**config.mk**
```make
export PLATFORM = sky130hd
export DESIGN_NAME = uart_loader
export DESIGN_NICKNAME = d
export VERILOG_FILES = /design/src/rtl/uart_pkg.sv /design/src/rtl/uart_rx.sv /design/src/rtl/uart_loader.sv
export SDC_FILE = /design/constraint.sdc
export NUM_CORES = 1
export LEC_CHECK = 0
export CAP_MARGIN = 20
export CORE_AREA = 2 2 92 94
export CTS_BUF_LIST = sky130_fd_sc_hd__clkbuf_8
export DETAILED_ROUTE_END_ITERATION = 10
export DIE_AREA = 0 0 94 96
export SLEW_MARGIN = 30
export SYNTH_ARGS = -nofsm -noshare
export SYNTH_HDL_FRONTEND = slang
export SYNTH_SLANG_ARGS = --single-unit
```
**constraint.sdc**
```tcl
create_clock -name clk -period 2.3 [get_ports clk]
set_clock_uncertainty 0.05 [all_clocks]
set_input_delay 0.345 -clock clk [delete_from_list [all_inputs] [get_ports clk]]
set_output_delay 0.345 -clock clk [all_outputs]
set_load 0.02 [all_outputs]
```
**src/rtl/uart_pkg.sv**
```systemverilog
// Shared definitions for the UART boot loader: receiver state encoding and default baud divisor.
package uart_pkg;

    // 50 MHz system clock at 115200 baud.
    localparam int unsigned DefaultClksPerBit = 434;

    typedef enum logic [1:0] {
        StIdle,
        StStart,
        StData,
        StStop
    } rx_state_e;

endpackage

```
**src/rtl/uart_rx.sv**
```systemverilog
// 8N1 UART receiver: two-flop synchronizer, mid-bit sampling FSM, framed byte and error pulses.
module uart_rx
    import uart_pkg::*;
#(
    parameter int unsigned CLKS_PER_BIT = DefaultClksPerBit
) (
    input  logic       clk_i,
    input  logic       rst_ni,
    input  logic       rxd_i,
    output logic [7:0] rx_data_o,
    output logic       rx_valid_o,
    output logic       frame_err_o,
    output logic       byte_stb_o,
    output logic [7:0] byte_o
);

    localparam int unsigned CntW = (CLKS_PER_BIT >= 2) ? $clog2(CLKS_PER_BIT) : 1;
    localparam logic [CntW-1:0] CntLast = CntW'(CLKS_PER_BIT - 1);
    localparam logic [CntW-1:0] CntHalf = CntW'(CLKS_PER_BIT / 2);

    logic            sync1_q, sync2_q;
    rx_state_e       state_q, state_d;
    logic [CntW-1:0] cnt_q, cnt_d;
    logic [2:0]      bit_cnt_q, bit_cnt_d;
    logic [7:0]      shift_q, shift_d;
    logic [7:0]      rx_data_q, rx_data_d;
    logic            rx_valid_q, frame_err_q;
    logic            byte_stb, stop_err;

    always_comb begin
        state_d   = state_q;
        cnt_d     = cnt_q;
        bit_cnt_d = bit_cnt_q;
        shift_d   = shift_q;
        byte_stb  = 1'b0;
        stop_err  = 1'b0;
        unique case (state_q)
            StIdle: begin
                if (!sync2_q) begin
                    state_d = StStart;
                    cnt_d   = '0;
                end
            end
            StStart: begin
                if (cnt_q == CntHalf) begin
                    cnt_d     = '0;
                    bit_cnt_d = '0;
                    // A line that is high again by mid start bit was only a glitch.
                    state_d   = sync2_q ? StIdle : StData;
                end else begin
                    cnt_d = cnt_q + 1'b1;
                end
            end
            StData: begin
                if (cnt_q == CntLast) begin
                    cnt_d     = '0;
                    shift_d   = {sync2_q, shift_q[7:1]};
                    bit_cnt_d = bit_cnt_q + 3'd1;
                    if (bit_cnt_q == 3'd7) begin
                        state_d = StStop;
                    end
                end else begin
                    cnt_d = cnt_q + 1'b1;
                end
            end
            StStop: begin
                if (cnt_q == CntLast) begin
                    cnt_d   = '0;
                    state_d = StIdle;
                    if (sync2_q) begin
                        byte_stb = 1'b1;
                    end else begin
                        stop_err = 1'b1;
                    end
                end else begin
                    cnt_d = cnt_q + 1'b1;
                end
            end
            default: state_d = StIdle;
        endcase
        rx_data_d = byte_stb ? shift_q : rx_data_q;
    end

    always_ff @(posedge clk_i or negedge rst_ni) begin
        if (!rst_ni) begin
            sync1_q     <= 1'b1;
            sync2_q     <= 1'b1;
            state_q     <= StIdle;
            cnt_q       <= '0;
            bit_cnt_q   <= '0;
            shift_q     <= '0;
            rx_data_q   <= '0;
            rx_valid_q  <= 1'b0;
            frame_err_q <= 1'b0;
        end else begin
            sync1_q     <= rxd_i;
            sync2_q     <= sync1_q;
            state_q     <= state_d;
            cnt_q       <= cnt_d;
            bit_cnt_q   <= bit_cnt_d;
            shift_q     <= shift_d;
            rx_data_q   <= rx_data_d;
            rx_valid_q  <= byte_stb;
            frame_err_q <= stop_err;
        end
    end

    assign rx_data_o   = rx_data_q;
    assign rx_valid_o  = rx_valid_q;
    assign frame_err_o = frame_err_q;
    // Raw strobe lets the loader register its write in step with rx_valid.
    assign byte_stb_o  = byte_stb;
    assign byte_o      = shift_q;

endmodule

```
**src/rtl/uart_loader.sv**
```systemverilog
// Boot loader: packs received UART bytes big-endian into 32-bit words and writes them to
// instruction memory, holding the CPU in reset until WORDS words have been written.
module uart_loader
    import uart_pkg::*;
#(
    parameter int unsigned CLKS_PER_BIT = DefaultClksPerBit,
    parameter int unsigned WORDS        = 256
) (
    input  logic        clk,
    input  logic        reset,
    input  logic        rxd,
    output logic [7:0]  rx_data,
    output logic        rx_valid,
    output logic        wr_en,
    output logic [7:0]  wr_addr,
    output logic [31:0] wr_data,
    output logic        cpu_hold,
    output logic        done,
    output logic        frame_err
);

    localparam logic [7:0] LastAddr = 8'(WORDS - 1);

    logic        byte_stb;
    logic [7:0]  byte_data;
    logic [1:0]  byte_cnt_q, byte_cnt_d;
    logic [31:0] wr_data_q, wr_data_d;
    logic [7:0]  wr_addr_q, wr_addr_d;
    logic        wr_en_q, wr_en_d;
    logic        done_q, done_d;

    uart_rx #(
        .CLKS_PER_BIT(CLKS_PER_BIT)
    ) u_rx (
        .clk_i      (clk),
        .rst_ni     (reset),
        .rxd_i      (rxd),
        .rx_data_o  (rx_data),
        .rx_valid_o (rx_valid),
        .frame_err_o(frame_err),
        .byte_stb_o (byte_stb),
        .byte_o     (byte_data)
    );

    always_comb begin
        byte_cnt_d = byte_cnt_q;
        wr_data_d  = wr_data_q;
        wr_en_d    = 1'b0;
        wr_addr_d  = wr_addr_q;
        done_d     = done_q;
        if (byte_stb) begin
            byte_cnt_d = byte_cnt_q + 2'd1;
            wr_data_d  = {wr_data_q[23:0], byte_data};
            wr_en_d    = (byte_cnt_q == 2'd3) && !done_q;
        end
        if (wr_en_q) begin
            wr_addr_d = wr_addr_q + 8'd1;
            if (wr_addr_q == LastAddr) begin
                done_d = 1'b1;
            end
        end
    end

    always_ff @(posedge clk or negedge reset) begin
        if (!reset) begin
            byte_cnt_q <= '0;
            wr_data_q  <= '0;
            wr_addr_q  <= '0;
            wr_en_q    <= 1'b0;
            done_q     <= 1'b0;
        end else begin
            byte_cnt_q <= byte_cnt_d;
            wr_data_q  <= wr_data_d;
            wr_addr_q  <= wr_addr_d;
            wr_en_q    <= wr_en_d;
            done_q     <= done_d;
        end
    end

    assign wr_en    = wr_en_q;
    assign wr_addr  = wr_addr_q;
    assign wr_data  = wr_data_q;
    assign done     = done_q;
    assign cpu_hold = !done_q;

endmodule

```
==> results of run 1 <==
[report_power, final]
part           switching, mW  internal, mW  total (mW)
sequential           0.00269          1.23        1.24
combinational         0.0243       0.00776      0.0321
clock                  0.488         0.502       0.990
total                  0.515          1.74        2.26
[cell type report]
cell class	count	share of cell area, %
flip-flops and latches	70	43.9
multi-input cells	142	32.2
repair buffers	59	15.1
well taps	105	3.28
clock buffers	9	3.10
clock inverters	7	1.81
inverters	7	0.657
[state kept, by name (all words and copies together) (netlist names), 2 cells and up, named ones only]
signal and count:
u_rx.bit_cnt_q 3, wr_addr 8, byte_cnt_q 2, wr_data 32
u_rx.byte_o 8, u_rx.cnt_q 9
[metal layers]
layer	up-vias	global-route usage (%)
met4	0	5.31
met1	952	17.6
met5	-	0
li1	926	-
met2	46	20.2
met3	9	3.84
[cells in the final DEF, fill, tap and decap left out, drive strengths merged, types with 2 or more instances in the layout]
cell type	instances
nand4	4
o2bb2ai	3
nand2b	5
clkbuf	9
nand2	19
nor2	6
and3	4
clkinv	3
dfstp	2
dfrtp	68
ha	11
xor2	2
o41ai	3
o31ai	2
o21ai	10
a21oi	3
mux2	42
a21o	3
clkinvlp	2
nand3	5
or3	3
buf	4
clkdlybuf4s50	54
inv	8
xnor2	6
[kinds of logic (layout without fill, tap and decap cells)]
| logic type | count (synthesis) | after routing | synth area share, % |
|---|---|---|---|
| simple gates | 53 | 53 | 9.48 |
| xor+xnor | 8 | 8 | 2.21 |
| flops | 70 | 70 | 55.4 |
| mux | 43 | 43 | 18.7 |
| buf+inv | 19 | 82 | 3.91 |
| compound gates | 27 | 27 | 5.97 |
| fa+ha+maj | 11 | 11 | 4.35 |
[stage by stage]
| step | hold WS [ns] | instance area [um^2] |
|---|---|---|
| 2_1_floorplan | -0.000591 | 3170 |
| 3_3_place_gp | 0.296 | 3790 |
| 3_5_place_dp | 0.298 | 3790 |
| 4_1_cts | 0.312 | 4000 |
| 5_1_grt | 0.321 | 4000 |
| 6_report | 0.312 | 4000 |
[path summary, 6_finish.rpt]
| path | startpoint | endpoint | slack (ns) |
|---|---|---|---|
| setup / recovery | u_rx.state_q[0]$_DFFE_PN0P_ | u_rx.cnt_q[7]$_DFFE_PN0N_ | 0.32 |
| hold / removal | u_rx.sync1_q$_DFF_PN1_ | u_rx.sync2_q$_DFF_PN1_ | 0.31 |
| setup reg to reg | u_rx.state_q[0]$_DFFE_PN0P_ | u_rx.cnt_q[7]$_DFFE_PN0N_ | 0.32 |
| hold reg to reg | u_rx.sync1_q$_DFF_PN1_ | u_rx.sync2_q$_DFF_PN1_ | 0.31 |
| max in group asynchronous | reset | u_rx.sync1_q$_DFF_PN1_ | 1.11 |
| min in group asynchronous | reset | wr_data[25]$_DFFE_PN0P_ | 0.46 |
[critical path: cells and delay by family, from the launching register on]
family                     cells  cell delay, ns
buffers and inverters          1            0.15
adders and majority gates      1            0.30
and+or+nand+nor                2            0.40
DFF                            1            0.40
AOI/OAI and AO/OA              3            0.58
==> qor.csv, run 1 <==
metric,value,unit
Period minus WS final,1.98,ns
postcts setup bufs,0,
Synthesized Nets,245,
top post-synthesis cells by area,"dfrtp_1 54%, mux2_4 14%, mux2_2 4.6%",
static leakage,1.93,nW
DR iter-0 viols,51,
Critical-path top delay cell,dfrtp_1,
final setup margin,0.320,ns
pwr dens,564,nW/um^2
worst path required time,2.50,ns
clk slew on worst S/H paths,0.08,ns
WL met2,2480,um
vias per std cell,4.84,
clk buf depth,2,
post-synthesis sequential area ratio,55.4,%
ANT cells,0,
DP HPWL,3760,um
Non-Filler Instances,399,
synthesized area per cell,13.7,um^2
Slew Limit Headroom,63.3,%
Hold Path Class,reg2reg,
crit path cell chain,"inv_1, ha_1, or2_2, o41ai_1, a21o_1, nand2b_2, o31ai_1",
async set-reset flop share out of synthesis,100,%
MaxCap Viol Count,0,
Critical Path Sink Type,register,
Die X,94,um
critical path's largest stage delay,0.40,ns
placed cells,382,
endpoints failing setup,0,
Final Hold Fails,0,
antenna violations before repair,0,
most numerous cell in the Yosys netlist,dfrtp_1,
synth cell count leaders,"68 x dfrtp_1, 29 x mux2_4, 18 x nand2_1",
Fill cells,736,
H-tree Lvls,3,
Tot GR Track Use,13.2,%
final setup TNS,0,ns
met3 routed wirelength,238,um
RSZ-0062 raised after global routing,false,
total power,2.26,mW
wire per inst,13.6,um
fraction of final layout cells sized beyond drive strength 1,23.8,%
DP Worst Slack,0.299,ns
I/O pin count,56,
gr ovfl total,0,
GP Congestion,0.874,
multi-input logic area,1290,um^2
register area,1750,um^2
hold_buf cts,1,
fin nets,303,
first-pass GRT wire length,9220,um
Crit Path Class,reg2reg,
vias in the first global route,1947,
yosys warns,0,
pin count of the biggest net entering global routing,35,
Slew @ Worst Pin,0.543,ns
DRT Wirelength,5410,um
num rows,33,
Die Height,96,um
VDD IR-drop max,0.000230,V
drt drc,0,
Layout area overhead,26.3,%
type of origin of the critical path,register,
CTS resizes,0,
Synth area leader,dfrtp_1,
Root Driver,clkbuf_8,
area share of the largest cell type after synthesis,53.7,%
"antenna viol nets, final",0,
fin crit share,86.1,%
status,"finished, final reports clean",
fin util,49.7,%
final max-slew violation count,0,
Post-synth EDFFs,0,
Core Box Area,8050,um^2
"Max FO, Critical Path",9,
Hold Path Stages,0,
Reg2Reg Depth,7,
Mapped Area,3170,um^2
DRT Pass-1 Iters,4,
synthesis-stage register bit count,70,
Synth Flop Type,dfrtp_1,
starting density of the core,39.3,%
Cells after Synth,231,
fmax,505,MHz
Unique masters post-synth,39,
port bufs,55,
data arrival time of the critical path,2.18,ns
total CTS buffers,9,
total clock sinks,70,
total number of vias,1933,
TritonCTS clock tree,yes,
Die Area,9020,um^2
max layer used,met4,
Skew-Pair Late Insertion Delay,0.34,ns
met1 WL,2600,um
(Power assumes the default switching activity.)
==> inputs of run 2 (changes only) <==
CTS_CLUSTER_SIZE = 16   (was default)
clock period = 2.2 ns   (was 2.3 ns; I/O delays follow)
==> qor.csv, run 2 (synthesis results as in run 1) <==
metric,value,unit,change
DR iter-0 viols,69,,+35%
Slew @ Worst Pin,0.485,ns,-0.0572 ns
total clock sinks,70,,unchanged
endpoints failing setup,0,,unchanged
fmax,498,MHz,-1.4%
final setup TNS,0,ns,unchanged
port bufs,55,,unchanged
cell count along the critical path,7,,unchanged
vias in the first global route,1820,,-6.5%
MaxCap Viol Count,0,,unchanged
starting density of the core,39.3,%,unchanged
H-tree Lvls,3,,unchanged
Die Height,96,um,unchanged
gr ovfl total,0,,unchanged
final max-slew violation count,0,,unchanged
wire per inst,13.2,um,-2.4%
clk buf depth,2,,unchanged
fraction of final layout cells sized beyond drive strength 1,24.3,%,+0.51 points
pwr dens,618,nW/um^2,+9.6%
Root Driver,clkbuf_8,,
most frequent cells in the layout,"68 x dfrtp_1, 54 x clkdlybuf4s50_1, 29 x mux2_4, 18 x nand2_1, 13 x mux2_2",,
most common library cell in the layout ignoring fill and taps,dfrtp_1,,
Slew Limit Headroom,67.2,%,+3.9 points
multi-input logic area,1290,um^2,unchanged
Tot GR Track Use,12.9,%,-0.24 points
Final Hold Fails,0,,unchanged
Hold Path Stages,0,,unchanged
fin nets,305,,+0.66%
static leakage,1.96,nW,+1.4%
Critical-path top delay cell,dfrtp_1,,
Hold WS,0.307,ns,-0.00493 ns
pin count of the biggest net entering global routing,35,,unchanged
DRT Pass-1 Iters,4,,unchanged
total CTS buffers,9,,unchanged
Crit Path Class,reg2reg,,
DP HPWL,3700,um,-1.5%
Core Box Area,8050,um^2,unchanged
worst path required time,2.40,ns,-0.10 ns
Top delay family on crit path,compound AO/OA/AOI/OAI gates,,
Skew-Pair Late Insertion Delay,0.34,ns,about the same
fin crit share,91.2,%,+5.1 points
Reg2Reg Depth,7,,unchanged
Layout area overhead,27.9,%,
Hold Path Class,reg2reg,,
data arrival time of the critical path,2.21,ns,+0.03 ns
antenna violations before repair,0,,unchanged
GP Congestion,0.819,,-6.3%
DP Worst Slack,0.186,ns,-0.113 ns
num rows,33,,unchanged
"Max FO, Critical Path",9,,unchanged
first-pass GRT wire length,8950,um,-2.9%
status,"finished, final reports clean",,
"antenna viol nets, final",0,,unchanged
register area,1750,um^2,unchanged
total power,2.50,mW,+11%
Critical Path Sink Type,register,,
clk slew on worst S/H paths,0.08,ns,about the same
ANT cells,0,,unchanged
final setup margin,0.193,ns,-0.127 ns
Period minus WS final,2.01,ns,+0.0271 ns
I/O pin count,56,,unchanged
Die X,94,um,unchanged
drt drc,0,,unchanged
VDD IR-drop max,0.000258,V,+12%
Fill cells,717,,-2.6%
TritonCTS clock tree,yes,,
type of origin of the critical path,register,,
critical path's largest stage delay,0.40,ns,about the same
vias per std cell,4.88,,+0.74%
postcts setup bufs,0,,unchanged
DRT Wirelength,5310,um,-1.9%
RSZ-0062 raised after global routing,false,,
max FFs per register,32,,unchanged
total number of vias,1957,,+1.2%
Die Area,9020,um^2,unchanged
crit path cell chain,"inv_1, ha_1, or2_2, o41ai_1, a21o_1, nand2b_2, o31ai_1",,
crit path buf inv count,1,,unchanged
[run 2: area by class of cell]
cell class	count	area share, %
Multi-Input combinational cell	142	31.8
Timing Repair Buffer	61	15.3
Clock inverter	6	2.32
Sequential cell	70	43.3
Tap cell	105	3.24
Clock buffer	10	3.40
Inverter	7	0.649
[run 2: final timing paths]
| kind | from | end | slack (ns) |
|---|---|---|---|
| setup / recovery | u_rx.state_q[0]$_DFFE_PN0P_ | u_rx.cnt_q[7]$_DFFE_PN0N_ | 0.19 |
| hold / removal | u_rx.sync1_q$_DFF_PN1_ | u_rx.sync2_q$_DFF_PN1_ | 0.31 |
| setup reg to reg | u_rx.state_q[0]$_DFFE_PN0P_ | u_rx.cnt_q[7]$_DFFE_PN0N_ | 0.19 |
| hold reg to reg | u_rx.sync1_q$_DFF_PN1_ | u_rx.sync2_q$_DFF_PN1_ | 0.31 |
| max in group asynchronous | reset | u_rx.sync1_q$_DFF_PN1_ | 1.01 |
| min in group asynchronous | reset | wr_data[10]$_DFFE_PN0P_ | 0.42 |
[run 2: power by group]
part | internal [mW] | total (mW) | switching [mW]
combinational | 0.00924 | 0.0355 | 0.0263
clock | 0.677 | 1.18 | 0.500
sequential | 1.29 | 1.29 | 0.00301
total | 1.98 | 2.50 | 0.529
[run 2: timing repair]
item | in CTS | in global routing
hold buffers | 1 | 0
gates resized for setup | 0 | 0
hold endpoints to repair | 16 | 0
[run 2: through the flow]
step | utilization [%] | std cells | cell area (um^2)
CTS | 50.3 | 401 | 4050
global route | 50.3 | 401 | 4050
global placement | 47.3 | 384 | 3810
finish | 50.3 | 401 | 4050
detailed placement | 47.3 | 384 | 3810
floorplan | - | 231 | 3170
[run 2: metal layers]
metal / vias up / share of wire [%] / routed length [um] / global-route usage, %
met3: 8 / 4.0 / 212 / 3.21
met4: 0 / 2.0 / 106 / 7.49
met5: - / 0 / 0 / 0
met2: 57 / 45 / 2390 / 18.8
li1: 934 / - / - / -
met1: 958 / 49 / 2600 / 17.6
